## config.mk

```make
export PLATFORM = sky130hd
export DESIGN_NAME = uart_cmd_link
export DESIGN_NICKNAME = d
export VERILOG_FILES = /design/src/rtl/uart_link_pkg.sv /design/src/rtl/uart_cmd_link_rx_core.sv /design/src/rtl/uart_cmd_link.sv
export SDC_FILE = /design/constraint.sdc
export NUM_CORES = 1
export LEC_CHECK = 0
export CORE_MARGIN = 5
export CORE_UTILIZATION = 55
export DETAILED_ROUTE_END_ITERATION = 10
export GPL_TIMING_DRIVEN = 0
export PLACE_DENSITY = 0.78
export SETUP_SLACK_MARGIN = 0.3
export SLEW_MARGIN = 20
export SYNTH_ARGS = -nofsm -noshare
export SYNTH_HDL_FRONTEND = slang
export SYNTH_SLANG_ARGS = --single-unit
```

## constraint.sdc

```tcl
create_clock -name clk_PSRAM -period 3.5 [get_ports clk_PSRAM]
set_input_delay 0.7 -clock clk_PSRAM [delete_from_list [all_inputs] [get_ports clk_PSRAM]]
set_output_delay 0.7 -clock clk_PSRAM [all_outputs]
set_load 0.05 [all_outputs]
```

## src/rtl/uart_link_pkg.sv

```systemverilog
// uart_link_pkg
//   Shared definitions for the host command link: opcode bytes, the length
//   of an acquisition packet, the RX/TX state encodings and the bit-period
//   helper.
//   No ports (package).
package uart_link_pkg;

  localparam logic [7:0] OP_ACQ  = 8'h41;  // 'A' : configure acquisition
  localparam logic [7:0] OP_DBG  = 8'h53;  // 'S' : debug strobe
  localparam int         ACQ_LEN = 10;     // opcode + 9 payload bytes

  typedef enum logic [1:0] {
    RX_IDLE  = 2'd0,
    RX_START = 2'd1,
    RX_DATA  = 2'd2,
    RX_STOP  = 2'd3
  } rx_state_t;

  typedef enum logic [1:0] {
    TX_IDLE  = 2'd0,
    TX_START = 2'd1,
    TX_DATA  = 2'd2,
    TX_STOP  = 2'd3
  } tx_state_t;

  // Clock cycles per bit, truncated.
  function automatic int delay_frames(input int clk_mhz, input int baud);
    return (clk_mhz * 1000000) / baud;
  endfunction

endpackage

```

## src/rtl/uart_cmd_link_rx_core.sv

```systemverilog
// uart_rx_core
//   Bit-level 8N1 receiver. The line is brought into the clock domain with
//   a two-flop synchroniser; a start bit is confirmed at its centre so that
//   short low glitches are dropped silently.
// Ports:
//   clk        in   system clock
//   rst_n      in   synchronous active-low reset
//   rx         in   serial line, idle high
//   byte_valid out  one-cycle pulse, byte_data holds the received byte
//   byte_data  out  last good byte
//   frame_err  out  one-cycle pulse when the stop bit is sampled low
//   state      out  current FSM state (observability)
module uart_rx_core
  import uart_link_pkg::*;
#(
  parameter int DELAY_FRAMES = 65,
  parameter int CNT_W        = 12
) (
  input  logic       clk,
  input  logic       rst_n,
  input  logic       rx,
  output logic       byte_valid,
  output logic [7:0] byte_data,
  output logic       frame_err,
  output rx_state_t  state
);

  localparam logic [CNT_W-1:0] HALF_C  = CNT_W'(DELAY_FRAMES / 2);
  localparam logic [CNT_W-1:0] BIT_END = CNT_W'(DELAY_FRAMES - 1);

  logic [1:0]       sync;
  logic             rx_s;
  logic [CNT_W-1:0] cnt;
  logic [2:0]       bit_idx;
  logic [7:0]       shreg;

  assign rx_s = sync[1];

  always_ff @(posedge clk) begin
    if (!rst_n) begin
      sync       <= 2'b11;
      state      <= RX_IDLE;
      cnt        <= '0;
      bit_idx    <= '0;
      shreg      <= '0;
      byte_data  <= '0;
      byte_valid <= 1'b0;
      frame_err  <= 1'b0;
    end else begin
      sync       <= {sync[0], rx};
      byte_valid <= 1'b0;
      frame_err  <= 1'b0;
      case (state)
        RX_IDLE: begin
          cnt     <= '0;
          bit_idx <= '0;
          if (!rx_s) state <= RX_START;
        end
        RX_START: begin
          // Line back high at the start-bit centre: a glitch, not a frame.
          if (cnt == HALF_C) begin
            cnt   <= '0;
            state <= rx_s ? RX_IDLE : RX_DATA;
          end else begin
            cnt <= cnt + 1'b1;
          end
        end
        RX_DATA: begin
          if (cnt == BIT_END) begin
            cnt     <= '0;
            shreg   <= {rx_s, shreg[7:1]};  // LSB arrives first
            bit_idx <= bit_idx + 1'b1;
            if (bit_idx == 3'd7) state <= RX_STOP;
          end else begin
            cnt <= cnt + 1'b1;
          end
        end
        RX_STOP: begin
          if (cnt == BIT_END) begin
            cnt   <= '0;
            state <= RX_IDLE;
            if (rx_s) begin
              byte_valid <= 1'b1;
              byte_data  <= shreg;
            end else begin
              frame_err <= 1'b1;
            end
          end else begin
            cnt <= cnt + 1'b1;
          end
        end
        default: state <= RX_IDLE;
      endcase
    end
  end

endmodule

```

## src/rtl/uart_cmd_link.sv

```systemverilog
// uart_cmd_link
//   Full-duplex 8N1 link between the host and the acquisition top level.
//   RX bytes are parsed into 'A' (acquisition config) and 'S' (debug strobe)
//   commands; the TX side serialises a TX_BYTES response, MSB byte first.
// Ports:
//   clk_PSRAM                   in   system clock
//   rst_n                       in   synchronous active-low reset
//   uart_rx / uart_tx           in/out serial lines, idle high
//   send_uart, send_msg         in   transmit request and payload
//   tx_busy                     out  transmitter occupied
//   trigger, threshold,
//   samples_after,
//   samples_before              out  fields of the last complete 'A' packet
//   flag_acq, flag_debug,
//   flag_end_tx                 out  one-cycle event pulses
//   err_frame, err_timeout,
//   err_opcode                  out  one-cycle error pulses
//
// TX handshake: send_uart is a request that is taken only in a cycle where
// tx_busy is low; the payload is captured on that edge and tx_busy rises on
// it. A request while tx_busy is high is dropped, never queued. tx_busy falls
// on the same edge that raises flag_end_tx, and a request in that cycle is
// taken.
module uart_cmd_link
  import uart_link_pkg::*;
#(
  parameter int CLK          = 60,
  parameter int BAUD         = 921600,
  parameter int TX_BYTES     = 2,
  parameter int THRESH_W     = 13,
  parameter int SAMPLE_W     = 22,
  parameter int TIMEOUT_BITS = 32
) (
  input  logic                  clk_PSRAM,
  input  logic                  rst_n,
  input  logic                  uart_rx,
  output logic                  uart_tx,
  input  logic                  send_uart,
  input  logic [8*TX_BYTES-1:0] send_msg,
  output logic                  tx_busy,
  output logic [7:0]            trigger,
  output logic [THRESH_W-1:0]   threshold,
  output logic [SAMPLE_W-1:0]   samples_after,
  output logic [SAMPLE_W-1:0]   samples_before,
  output logic                  flag_acq,
  output logic                  flag_debug,
  output logic                  flag_end_tx,
  output logic                  err_frame,
  output logic                  err_timeout,
  output logic                  err_opcode
);

  localparam int DELAY = delay_frames(CLK, BAUD);
  localparam int CNT_W = $clog2(DELAY * TIMEOUT_BITS + 1);

  localparam logic [CNT_W-1:0] BIT_END   = CNT_W'(DELAY - 1);
  localparam logic [CNT_W-1:0] TOUT_END  = CNT_W'(DELAY * TIMEOUT_BITS - 1);
  localparam logic [3:0]       LAST_IDX  = 4'(ACQ_LEN - 1);
  localparam logic [2:0]       LAST_BYTE = 3'(TX_BYTES - 1);

  // ---------------------------------------------------------------- RX
  logic       byte_valid;
  logic [7:0] byte_data;
  logic       frame_err;
  rx_state_t  rx_state;

  uart_rx_core #(
    .DELAY_FRAMES (DELAY),
    .CNT_W        (CNT_W)
  ) u_rx (
    .clk        (clk_PSRAM),
    .rst_n      (rst_n),
    .rx         (uart_rx),
    .byte_valid (byte_valid),
    .byte_data  (byte_data),
    .frame_err  (frame_err),
    .state      (rx_state)
  );

  // ------------------------------------------------------------ parser
  // Payload is staged per field so all four outputs commit on one edge.
  logic [3:0]          byte_cnt;
  logic [CNT_W-1:0]    idle_cnt;
  logic                acq_pend;
  logic [7:0]          stg_trig;
  logic [THRESH_W-1:0] stg_thr;
  logic [SAMPLE_W-1:0] stg_sa;
  logic [SAMPLE_W-9:0] stg_sb;

  always_ff @(posedge clk_PSRAM) begin
    if (!rst_n) begin
      byte_cnt       <= '0;
      idle_cnt       <= '0;
      acq_pend       <= 1'b0;
      stg_trig       <= '0;
      stg_thr        <= '0;
      stg_sa         <= '0;
      stg_sb         <= '0;
      trigger        <= '0;
      threshold      <= '0;
      samples_after  <= '0;
      samples_before <= '0;
      flag_acq       <= 1'b0;
      flag_debug     <= 1'b0;
      err_frame      <= 1'b0;
      err_timeout    <= 1'b0;
      err_opcode     <= 1'b0;
    end else begin
      flag_debug  <= 1'b0;
      err_opcode  <= 1'b0;
      err_timeout <= 1'b0;
      err_frame   <= frame_err;
      flag_acq    <= acq_pend;
      acq_pend    <= 1'b0;
      if (frame_err) begin
        byte_cnt <= '0;
        idle_cnt <= '0;
      end else if (byte_valid) begin
        // A byte landing on the timeout cycle wins over the timeout.
        idle_cnt <= '0;
        if (byte_cnt == 4'd0) begin
          if (byte_data == OP_ACQ)      byte_cnt   <= 4'd1;
          else if (byte_data == OP_DBG) flag_debug <= 1'b1;
          else                          err_opcode <= 1'b1;
        end else begin
          byte_cnt <= (byte_cnt == LAST_IDX) ? 4'd0 : byte_cnt + 4'd1;
          case (byte_cnt)
            4'd1: stg_trig                 <= byte_data;
            4'd2: stg_thr[THRESH_W-1:8]    <= byte_data[THRESH_W-9:0];
            4'd3: stg_thr[7:0]             <= byte_data;
            4'd4: stg_sa[SAMPLE_W-1:16]    <= byte_data[SAMPLE_W-17:0];
            4'd5: stg_sa[15:8]             <= byte_data;
            4'd6: stg_sa[7:0]              <= byte_data;
            4'd7: stg_sb[SAMPLE_W-9:8]     <= byte_data[SAMPLE_W-17:0];
            4'd8: stg_sb[7:0]              <= byte_data;
            4'd9: begin
              trigger        <= stg_trig;
              threshold      <= stg_thr;
              samples_after  <= stg_sa;
              samples_before <= {stg_sb, byte_data};
              acq_pend       <= 1'b1;
            end
            default: ;
          endcase
        end
      end else if (byte_cnt != 4'd0) begin
        if (idle_cnt == TOUT_END) begin
          err_timeout <= 1'b1;
          byte_cnt    <= '0;
          idle_cnt    <= '0;
        end else begin
          idle_cnt <= idle_cnt + 1'b1;
        end
      end
    end
  end

  // ---------------------------------------------------------------- TX
  tx_state_t             tx_state;
  logic [8*TX_BYTES-1:0] tx_msg;
  logic [CNT_W-1:0]      tx_cnt;
  logic [2:0]            tx_bit;
  logic [2:0]            tx_byte_idx;
  logic [7:0]            tx_cur;

  // The byte on the line is always the top byte; tx_msg shifts up per byte.
  assign tx_cur = tx_msg[8*TX_BYTES-1 -: 8];

  always_ff @(posedge clk_PSRAM) begin
    if (!rst_n) begin
      tx_state    <= TX_IDLE;
      tx_msg      <= '0;
      tx_cnt      <= '0;
      tx_bit      <= '0;
      tx_byte_idx <= '0;
      uart_tx     <= 1'b1;
      tx_busy     <= 1'b0;
      flag_end_tx <= 1'b0;
    end else begin
      flag_end_tx <= 1'b0;
      case (tx_state)
        TX_IDLE: begin
          tx_cnt      <= '0;
          tx_bit      <= '0;
          tx_byte_idx <= '0;
          uart_tx     <= 1'b1;
          if (send_uart && !tx_busy) begin
            tx_msg   <= send_msg;
            tx_busy  <= 1'b1;
            uart_tx  <= 1'b0;
            tx_state <= TX_START;
          end
        end
        TX_START: begin
          if (tx_cnt == BIT_END) begin
            tx_cnt   <= '0;
            tx_bit   <= '0;
            uart_tx  <= tx_cur[0];
            tx_state <= TX_DATA;
          end else begin
            tx_cnt <= tx_cnt + 1'b1;
          end
        end
        TX_DATA: begin
          if (tx_cnt == BIT_END) begin
            tx_cnt <= '0;
            if (tx_bit == 3'd7) begin
              uart_tx  <= 1'b1;
              tx_state <= TX_STOP;
            end else begin
              tx_bit  <= tx_bit + 3'd1;
              uart_tx <= tx_cur[tx_bit + 3'd1];
            end
          end else begin
            tx_cnt <= tx_cnt + 1'b1;
          end
        end
        TX_STOP: begin
          if (tx_cnt == BIT_END) begin
            tx_cnt <= '0;
            if (tx_byte_idx == LAST_BYTE) begin
              tx_busy     <= 1'b0;
              flag_end_tx <= 1'b1;
              tx_state    <= TX_IDLE;
            end else begin
              // Next start bit follows the stop bit with no idle gap.
              tx_byte_idx <= tx_byte_idx + 3'd1;
              tx_msg      <= tx_msg << 8;
              uart_tx     <= 1'b0;
              tx_state    <= TX_START;
            end
          end else begin
            tx_cnt <= tx_cnt + 1'b1;
          end
        end
        default: tx_state <= TX_IDLE;
      endcase
    end
  end

endmodule

```

==> results of run 1 <==
[layer usage]
metal / global-route usage / vias up / routed length (um)
met3: 0.0366 / 48 / 1210
li1: - / 3693 / -
met4: 0.0773 / 0 / 450
met5: 0 / - / 0
met2: 0.357 / 189 / 9320
met1: 0.283 / 3451 / 9180
[power groups by stage]
stage	clock [uW]	sequential (uW)	combinational, uW
after floorplan	0	2730	442
after global placement	0	2710	609
after detailed placement	0	2710	619
after CTS	2640	2660	626
after global routing	2750	2670	699
final	2610	2660	622
[sequential cells by signal (all words and copies together), names as in the netlist, 4 cells and up, named ones only]
register / flops
tx_msg: 16
stg_sb: 14
tx_cnt: 12
threshold: 13
stg_thr: 13
u_rx.byte_data: 8
samples_before: 22
idle_cnt: 12
trigger: 8
samples_after: 22
stg_sa: 22
byte_cnt: 4
stg_trig: 8
u_rx.shreg: 8
u_rx.cnt: 12
[worst paths after layout]
path | start | end | slack, ps | cells past startpoint
setup / recovery | threshold[8] | threshold[8] | 1090 | 1
hold / removal | u_rx.sync[0] | u_rx.sync[1] | 410 | 1
setup reg to reg | u_rx.cnt[0] | u_rx.shreg[5] | 1550 | 7
hold reg to reg | u_rx.sync[0] | u_rx.sync[1] | 410 | 1
[placed cells by master, fill, tap and decap left out, types with 7 or more instances in the layout]
| master | instances |
|---|---|
| dfxtp_1 | 220 |
| nand2_1 | 214 |
| a21oi_1 | 119 |
| clkdlybuf4s50_1 | 92 |
| nor2_1 | 74 |
| nand3_1 | 69 |
| clkbuf_1 | 42 |
| mux2i_1 | 37 |
| clkbuf_16 | 22 |
| buf_2 | 19 |
| xor2_1 | 19 |
| inv_1 | 18 |
| o21ai_0 | 17 |
| nor3_1 | 17 |
| ha_1 | 16 |
| xnor2_1 | 14 |
| and3_1 | 10 |
| o21ai_1 | 9 |
| nand2b_1 | 8 |
| nand4_1 | 8 |
| a211oi_1 | 8 |
| a22o_1 | 8 |
| nor2b_1 | 7 |
[worst reg2reg max path, cell delays in order, from the launching register on]
cell     delay, ps
dfxtp_1        330
inv_1           60
ha_1           140
nor3b_1        320
nand4_2        280
nor3_4         320
buf_2          260
o21ai_0        130
[stage by stage]
step | power (uW) | hold slack, ps
finish | 5890 | 408
global route | 6120 | 427
CTS | 5930 | 414
detailed placement | 3330 | 398
global placement | 3320 | 391
floorplan | 3170 | 386
[layout make-up]
type,instances,share of cell area
plain buffers,66,0.0273
clock buffers,30,0.0586
clock inverters,10,0.0178
inverters,18,0.00627
multi-input cells,715,0.371
flip-flops and latches,220,0.409
well taps,216,0.0251
repair buffers,92,0.0855
[cells by family (layout without fill, tap and decap cells)]
| family | after synthesis | count (layout) | synth area share |
|---|---|---|---|
| AOI/OAI and AO/OA | 183 | 183 | 0.119 |
| xor gates and xnor gates | 33 | 33 | 0.0330 |
| buffers and inverters | 84 | 216 | 0.0413 |
| and+or+nand+nor | 445 | 445 | 0.238 |
| muxes | 38 | 38 | 0.0436 |
| adders and majority gates | 16 | 16 | 0.0229 |
| DFF | 220 | 220 | 0.503 |
==> flow_metrics.env, run 1 <==
export IMPL_finalNetCount=1171
export IMPL_dp_cells=1327
export IMPL_crit_family="buffers and inverters"
export IMPL_seqPwrFrac=0.451
export IMPL_finalHoldViolations=0
export IMPL_post_cts_resize_count=0
export IMPL_p_per_area_mw_per_mm2=547
export IMPL_routed_wl_um=20200
export IMPL_antenna_found_initial=0
export IMPL_clock_root_buffer="clkbuf_16"
export IMPL_synth_edff_count=0
export IMPL_p_switching_uw=1410
export IMPL_yosysUniqueCellTypes=60
export IMPL_num_fill_cells=1331
export IMPL_clk_pin_slew_ps=60
export IMPL_cts_tree="built"
export IMPL_first_pass_iters=5
export IMPL_yosysMostFrequentCell="dfxtp_1"
export IMPL_slowest_delay_ps=830
export IMPL_slowest_stage="clkdlybuf4s50_1"
export IMPL_stdcell_area_mm2=0.0108
export IMPL_fin_util=0.683
export IMPL_yosys_area_top_type_share=0.503
export IMPL_ir_drop_mv=0.426
export IMPL_switching_share=0.239
export IMPL_cts_buffers=22
export IMPL_post_place_ws_ps=750
export IMPL_path_max_fanout=2
export IMPL_gp_congestion=0.857
export IMPL_synth_main_ff_cell="dfxtp_1"
export IMPL_multiInputGateArea_mm2=0.00399
export IMPL_synth_area_leader_cell="dfxtp_1"
export IMPL_period_minus_slack_ps=2410
export IMPL_required_ps=2800
export IMPL_worstPathCellList="clkdlybuf4s50_1"
export IMPL_grt_overflow=0
export IMPL_initial_core_util=0.555
export IMPL_path_class="reg2out"
export IMPL_ys_warn_count=0
export IMPL_instances_no_fill=1367
export IMPL_hpwl_um=14100
export IMPL_max_freq_ghz=0.415
export IMPL_drt_iter0_drc=471
export IMPL_rsz0062_at_grt="no"
export IMPL_die_y_um=136
export IMPL_viasPerCell=5.40
export IMPL_ff_latch_area_mm2=0.00440
export IMPL_p_int_uw=4480
export IMPL_vias=7381
export IMPL_place_area_mm2=0.00995
export IMPL_io_buffers=92
export IMPL_drv_slew=0
export IMPL_syn_area_per_cell_um2=8.59
export IMPL_layout_drive_gt1_share=0.0738
export IMPL_ant_nets=0
export IMPL_fin_crit_sh=0.689
export IMPL_grt_pass1_wl_um=32900
export IMPL_end_kind="output port"
export IMPL_fin_tns_setup_ps=0
export IMPL_yosys_top_cells_count="dfxtp_1, nand2_1, a21oi_1"
export IMPL_synth_fp_nets=1055
export IMPL_cts_buffer_depth=3
export IMPL_n_antenna_cell=0
export IMPL_synthTopCellsByArea="dfxtp_1, nand2_1, a21oi_1, mux2i_1, nand3_1"
export IMPL_syn_inst=1019
export IMPL_area_growth_pct=23.0
export IMPL_relSlewSlack=0.427
export IMPL_hold_path_class="reg2reg"
export IMPL_async_reset_ff_frac=0
export IMPL_comb_power_share=0.106
export IMPL_post_cts_setup_buffer_count=0
export IMPL_core_area_mm2=0.0158
export IMPL_cp_start_kind="register"
export IMPL_status="complete, no violations"
export IMPL_avgRoutedWirePerCell_um=14.7
export IMPL_seq_area_frac_synth=0.503
export IMPL_cts_sinks=220
export IMPL_grt_max_degree=16
export IMPL_ys_ff_latch=220
export IMPL_fin_ws_ps=1090
export IMPL_grtUsageTotal=0.215
export IMPL_clock_skew_ps=16.3
export IMPL_cts_max_level=1
export IMPL_max_slew_worst_pin_slew_ps=853
export IMPL_ios=93
export IMPL_drc=0
export IMPL_cap_violations=0
export IMPL_rows=46
export IMPL_syn_area_mm2=0.00876
export IMPL_dieArea_mm2=0.0185
export IMPL_hold_buffers=0
export IMPL_clkPwrFrac=0.443
export IMPL_cp_num_buf_inv=1
export IMPL_leakagePower_uw=0.00386
export IMPL_grt_pass1_vias=6915
export IMPL_worst_skew_pair_late_latency_ps=510
export IMPL_fp_dieW_um=136
export IMPL_finalSetupViolCount=0
export IMPL_cp_arrival_ps=1710
Power figures use the tool's default switching activity.
==> run 2, diff against run 1 <==
- clock period: 3.5 -> 2.4 ns (I/O delays scaled with it)
==> run 2 against run 1 <==
  * Via count is essentially flat
  * Worst hold slack is essentially flat
  * Wire length grew 0.62%
  * Core utilization shrank 0.29 points
==> flow_metrics.env, run 2 (synthesized netlist as in run 1, its figures left out) <==
export IMPL_status="complete, no violations"
export IMPL_slowest_delay_ps=540
export IMPL_drt_iter0_drc=462
export IMPL_max_freq_ghz=0.510
export IMPL_slowest_stage="clkbuf_1"
export IMPL_cts_tree="built"
export IMPL_drc=0
export IMPL_viasPerCell=5.38
export IMPL_finalHoldViolations=0
export IMPL_antenna_found_initial=0
export IMPL_cp_arrival_ps=2320
export IMPL_reg2reg_slack_ps=460
export IMPL_dp_cells=1327
export IMPL_multiInputGateArea_mm2=0.00400
export IMPL_path_class="in2reg"
export IMPL_ir_drop_mv=0.622
export IMPL_instances_no_fill=1370
export IMPL_hold_path_class="reg2reg"
export IMPL_required_ps=2760
export IMPL_hold_depth=1
export IMPL_io_buffers=92
export IMPL_finalNetCount=1174
export IMPL_routed_wl_um=20300
export IMPL_largestRegisters="samples_after x22, samples_before x22, stg_sa x22"
export IMPL_grtUsageTotal=0.216
export IMPL_worst_skew_pair_late_latency_ps=510
export IMPL_critPathMostFrequentCell="clkbuf_1"
export IMPL_clock_root_buffer="clkbuf_16"
export IMPL_hpwl_um=14100
export IMPL_cp_start_kind="primary input"
export IMPL_drv_slew=0
export IMPL_cts_buffer_depth=3
export IMPL_gp_congestion=0.857
export IMPL_vias=7374
export IMPL_grt_pass1_vias=6912
export IMPL_clk_pin_slew_ps=60
export IMPL_fp_dieW_um=136
export IMPL_reg2reg_to="tx_msg[0]"
export IMPL_dieArea_mm2=0.0185
export IMPL_initial_core_util=0.555
export IMPL_leakagePower_uw=0.00427
export IMPL_cap_violations=0
export IMPL_rows=46
export IMPL_clock_skew_ps=14.4
export IMPL_core_area_mm2=0.0158
export IMPL_num_fill_cells=1344
export IMPL_ff_latch_area_mm2=0.00440
export IMPL_end_kind="register"
export IMPL_period_minus_slack_ps=1960
export IMPL_r2r_worst_path_cells=5
export IMPL_grt_pass1_wl_um=33000
export IMPL_path_max_fanout=10
export IMPL_endpoint="stg_trig[4]"
export IMPL_rsz0062_at_grt="no"
export IMPL_worstPathCellList="clkdlybuf4s50_1, inv_1, clkbuf_1, clkbuf_1, a21oi_1"
export IMPL_first_pass_iters=5
export IMPL_fin_util=0.680
export IMPL_max_slew_worst_pin_slew_ps=853
export IMPL_final_cell_mix="dfxtp_1, nand2_1, a21oi_1, nor2_1, dlygate4sd2_1"
export IMPL_avgRoutedWirePerCell_um=14.8
export IMPL_worstSetupStartpoint="rst_n"
export IMPL_fin_crit_sh=0.817
export IMPL_cts_buffers=22
export IMPL_area_growth_pct=22.5
export IMPL_die_y_um=136
export IMPL_relSlewSlack=0.427
export IMPL_cts_max_level=1
export IMPL_grt_max_degree=16
export IMPL_finalSetupViolCount=0
export IMPL_layout_drive_gt1_share=0.0780
export IMPL_ios=93
export IMPL_ant_nets=0
export IMPL_cts_sinks=220
export IMPL_final_common_cell="dfxtp_1"
export IMPL_n_antenna_cell=0
export IMPL_r2r_start="tx_state[0]"
export IMPL_grt_overflow=0
export IMPL_total_power_uw=8570
export IMPL_p_per_area_mw_per_mm2=799
-- run 2: cell count changes in the layout (fill, tap and decap cells not counted) --
cell / delta
clkbuf_2: +1
nor3b_1: -1
clkdlybuf4s50_1: -73
buf_4: +3
dlygate4sd2_1: +70
dlymetal6s2s_1: +3
clkbuf_1: -1
nor3b_4: +1
-- run 2: metal layers --
| metal | wire, um | share of wire | vias to the layer above | track usage |
|---|---|---|---|---|
| met4 | 401 | 0.020 | 0 | 0.0773 |
| met2 | 9490 | 0.47 | 197 | 0.357 |
| met1 | 9060 | 0.45 | 3448 | 0.284 |
| met5 | 0 | 0 | - | 0 |
| li1 | - | - | 3689 | - |
| met3 | 1330 | 0.065 | 40 | 0.0366 |
-- run 2: worst min path at each step --
stage	start	to	slack, ps
floorplan	u_rx.sync[0]	u_rx.sync[1]	390
global placement	u_rx.sync[0]	u_rx.sync[1]	390
detailed placement	u_rx.sync[0]	u_rx.sync[1]	400
CTS	u_rx.sync[0]	u_rx.sync[1]	410
global route	u_rx.sync[0]	u_rx.sync[1]	430
finish	u_rx.sync[0]	u_rx.sync[1]	410
-- run 2: layout make-up --
type,count,share of cell area
buffer,66,0.0275
multi-input combinational,715,0.373
timing repair buffer,95,0.0805
tap,216,0.0252
sequential,220,0.411
clock inverter,10,0.0178
clock buffer,30,0.0588
inverter,18,0.00630
-- run 2: power by group --
group          internal, uW  total [uW]  switching [uW]
combinational           351         899             548
clock                  2390        3800            1410
sequential             3790        3880            84.0
total                  6530        8570            2040
-- run 2: what timing repair did --
action / in CTS / in global routing
resized for setup: 70 / 7
buffers inserted: 0 / 3
pin swaps: 0 / 1
hold buffers: 0 / 0
endpoints found under the setup margin: 70 / 17
-- run 2: per-stage QoR --
| stage | setup WS (ps) | cell area [um2] | setup TNS [ps] | hold WS (ps) |
|---|---|---|---|---|
| floorplan | 707 | 8760 | 0 | 386 |
| global placement | -105 | 9950 | -1190 | 391 |
| detailed placement | -130 | 9950 | -1610 | 398 |
| CTS | 306 | 10700 | 0 | 414 |
| global route | 303 | 10700 | 0 | 427 |
| finish | 439 | 10700 | 0 | 407 |
-- run 2: worst max-delay path, delay by kind of cell --
family | cells | cell delay (ps)
buffers and inverters | 4 | 1750
AOI/OAI and AO/OA | 1 | 80
==> run 3, diff against run 2 <==
- clock period: 2.4 -> 2 ns (I/O delays scaled with it)
==> run 3 against run 2 <==
  * Design area rose by 8.3%
  * Die area stayed put
  * Final cell count is 2.3% higher
  * Sequential share of layout area shrank 3.0 points
  * Largest cell class unchanged
  * First-iteration DRC count increased by 15%
  * Critical endpoint is now u_rx.byte_data[7]
  * Via count grew 4.6%
  * Critical path depth increased by 2
==> flow_metrics.env, run 3 (synthesized netlist as in run 1, its figures left out) <==
export IMPL_io_buffers=92
export IMPL_hold_path_class="reg2reg"
export IMPL_grtUsageTotal=0.225
export IMPL_gp_congestion=0.857
export IMPL_ir_drop_mv=0.782
export IMPL_ios=93
export IMPL_cts_buffer_depth=3
export IMPL_slowest_delay_ps=360
export IMPL_fp_dieW_um=136
export IMPL_initial_core_util=0.555
export IMPL_grt_pass1_vias=7194
export IMPL_clock_skew_ps=16.9
export IMPL_antenna_found_initial=0
export IMPL_p_per_area_mw_per_mm2=925
export IMPL_drt_iter0_drc=529
export IMPL_final_common_cell="nand2_1"
export IMPL_num_fill_cells=1155
export IMPL_grt_util_met1=0.289
export IMPL_die_y_um=136
export IMPL_drc=0
export IMPL_core_area_mm2=0.0158
export IMPL_grtUsageMet2=0.384
export IMPL_cap_violations=0
export IMPL_grt_overflow=0
export IMPL_n_antenna_cell=0
export IMPL_viasPerCell=5.50
export IMPL_path_max_fanout=8
export IMPL_cts_sinks=220
export IMPL_vias=7711
export IMPL_finalSetupViolCount=0
export IMPL_ant_nets=0
export IMPL_clk_pin_slew_ps=60
export IMPL_avgRoutedWirePerCell_um=15.9
export IMPL_grt_busiest_layer="met2"
export IMPL_grt_max_degree=16
export IMPL_finalHoldViolations=0
export IMPL_fin_crit_sh=0.871
export IMPL_clock_root_buffer="clkbuf_16"
export IMPL_largestRegisters="samples_after x22, samples_before x22, stg_sa x22"
export IMPL_finalNetCount=1205
export IMPL_first_pass_iters=5
export IMPL_layout_drive_gt1_share=0.239
export IMPL_dieArea_mm2=0.0185
export IMPL_hpwl_um=14100
export IMPL_drv_slew=0
export IMPL_rsz0062_at_grt="yes"
export IMPL_relSlewSlack=0.478
export IMPL_area_growth_pct=32.6
export IMPL_max_freq_ghz=0.574
export IMPL_cp_start_kind="register"
export IMPL_period_minus_slack_ps=1740
export IMPL_final_cell_mix="nand2_1, dfxtp_1, a21oi_1, clkdlybuf4s15_2, nor2_1"
export IMPL_path_class="reg2reg"
export IMPL_cts_buffers=22
export IMPL_met3_usage=0.0366
export IMPL_hold_slack_ps=411
export IMPL_slowest_stage="dfxtp_4"
export IMPL_place_area_mm2=0.00995
export IMPL_stdcell_area_mm2=0.0116
export IMPL_required_ps=2400
export IMPL_grt_pass1_wl_um=34400
export IMPL_total_power_uw=10700
export IMPL_rows=46
export IMPL_routed_wl_um=22200
export IMPL_max_slew_worst_pin_slew_ps=783
export IMPL_leakagePower_uw=0.00423
export IMPL_worst_skew_pair_late_latency_ps=510
export IMPL_worstPathCellList="nor4_4, buf_4, and4_4, nand4_4, buf_6, nand3_2, o21ai_1"
export IMPL_cts_tree="built"
export IMPL_status="complete, no violations"
export IMPL_cts_max_level=1
export IMPL_cp_arrival_ps=2140
export IMPL_end_kind="register"
-- run 3: cell types whose count changed in the layout (fill, tap and decap cells not counted), sizes merged --
cell           change
buf               +31
dlymetal6s2s       -3
dlygate4sd2       -70
clkdlybuf4s15     +72
clkbuf             +1
-- run 3: layer usage --
metal  share of wire  routed length (um)
met5               0                   0
met4           0.025                 563
met3           0.066                1470
met2            0.49               10800
met1            0.42                9400
-- run 3: what timing repair did --
action,CTS,global route
resized for setup,284,105
pin swaps,8,30
setup endpoints to repair,247,199
setup buffers,13,18
hold buffers,0,0
cloned,1,2
endpoints found under the hold margin,0,0
-- run 3: final timing paths --
path	cells after the start	slack, ps	endpoint	from
worst max-delay path	7	260	u_rx.byte_data[7]	u_rx.cnt[3]
worst min-delay path	1	410	u_rx.sync[1]	u_rx.sync[0]
worst max register to register	7	260	u_rx.byte_data[7]	u_rx.cnt[3]
worst min register to register	1	410	u_rx.sync[1]	u_rx.sync[0]
-- run 3: cell type report --
type | instances | area [um2] | area share
Clock inverter | 10 | 191 | 0.0165
Timing Repair Buffer | 126 | 1280 | 0.111
Buffer | 66 | 409 | 0.0352
Tap cell | 216 | 270 | 0.0233
Multi-Input combinational cell | 715 | 4340 | 0.373
Inverter | 18 | 67.6 | 0.00582
Clock buffer | 30 | 631 | 0.0543
Sequential cell | 220 | 4420 | 0.381
-- run 3: worst max-delay path: cells and delay by family, from the launching register on --
kind	cells	cell delay [ps]
AND/OR/NAND/NOR	4	820
buffers and inverters	2	390
flip-flops	1	360
AO/OA/AOI/OAI	1	70
-- run 3: power by group --
part | internal (uW) | leakage, uW | switching, uW | total (uW)
clock | 2860 | 0.000396 | 1710 | 4570
combinational | 661 | 0.00205 | 849 | 1510
sequential | 4550 | 0.00178 | 112 | 4660
-- run 3: stage by stage --
step	setup WS, ps	TNS [ps]	utilization	cells
after floorplan	307	0	-	1019
after global placement	-425	-36060	0.631	1327
after detailed placement	-450	-38060	0.631	1327
after CTS	163	0	0.710	1381
after global routing	143	0	0.737	1401
final	259	0	0.737	1401
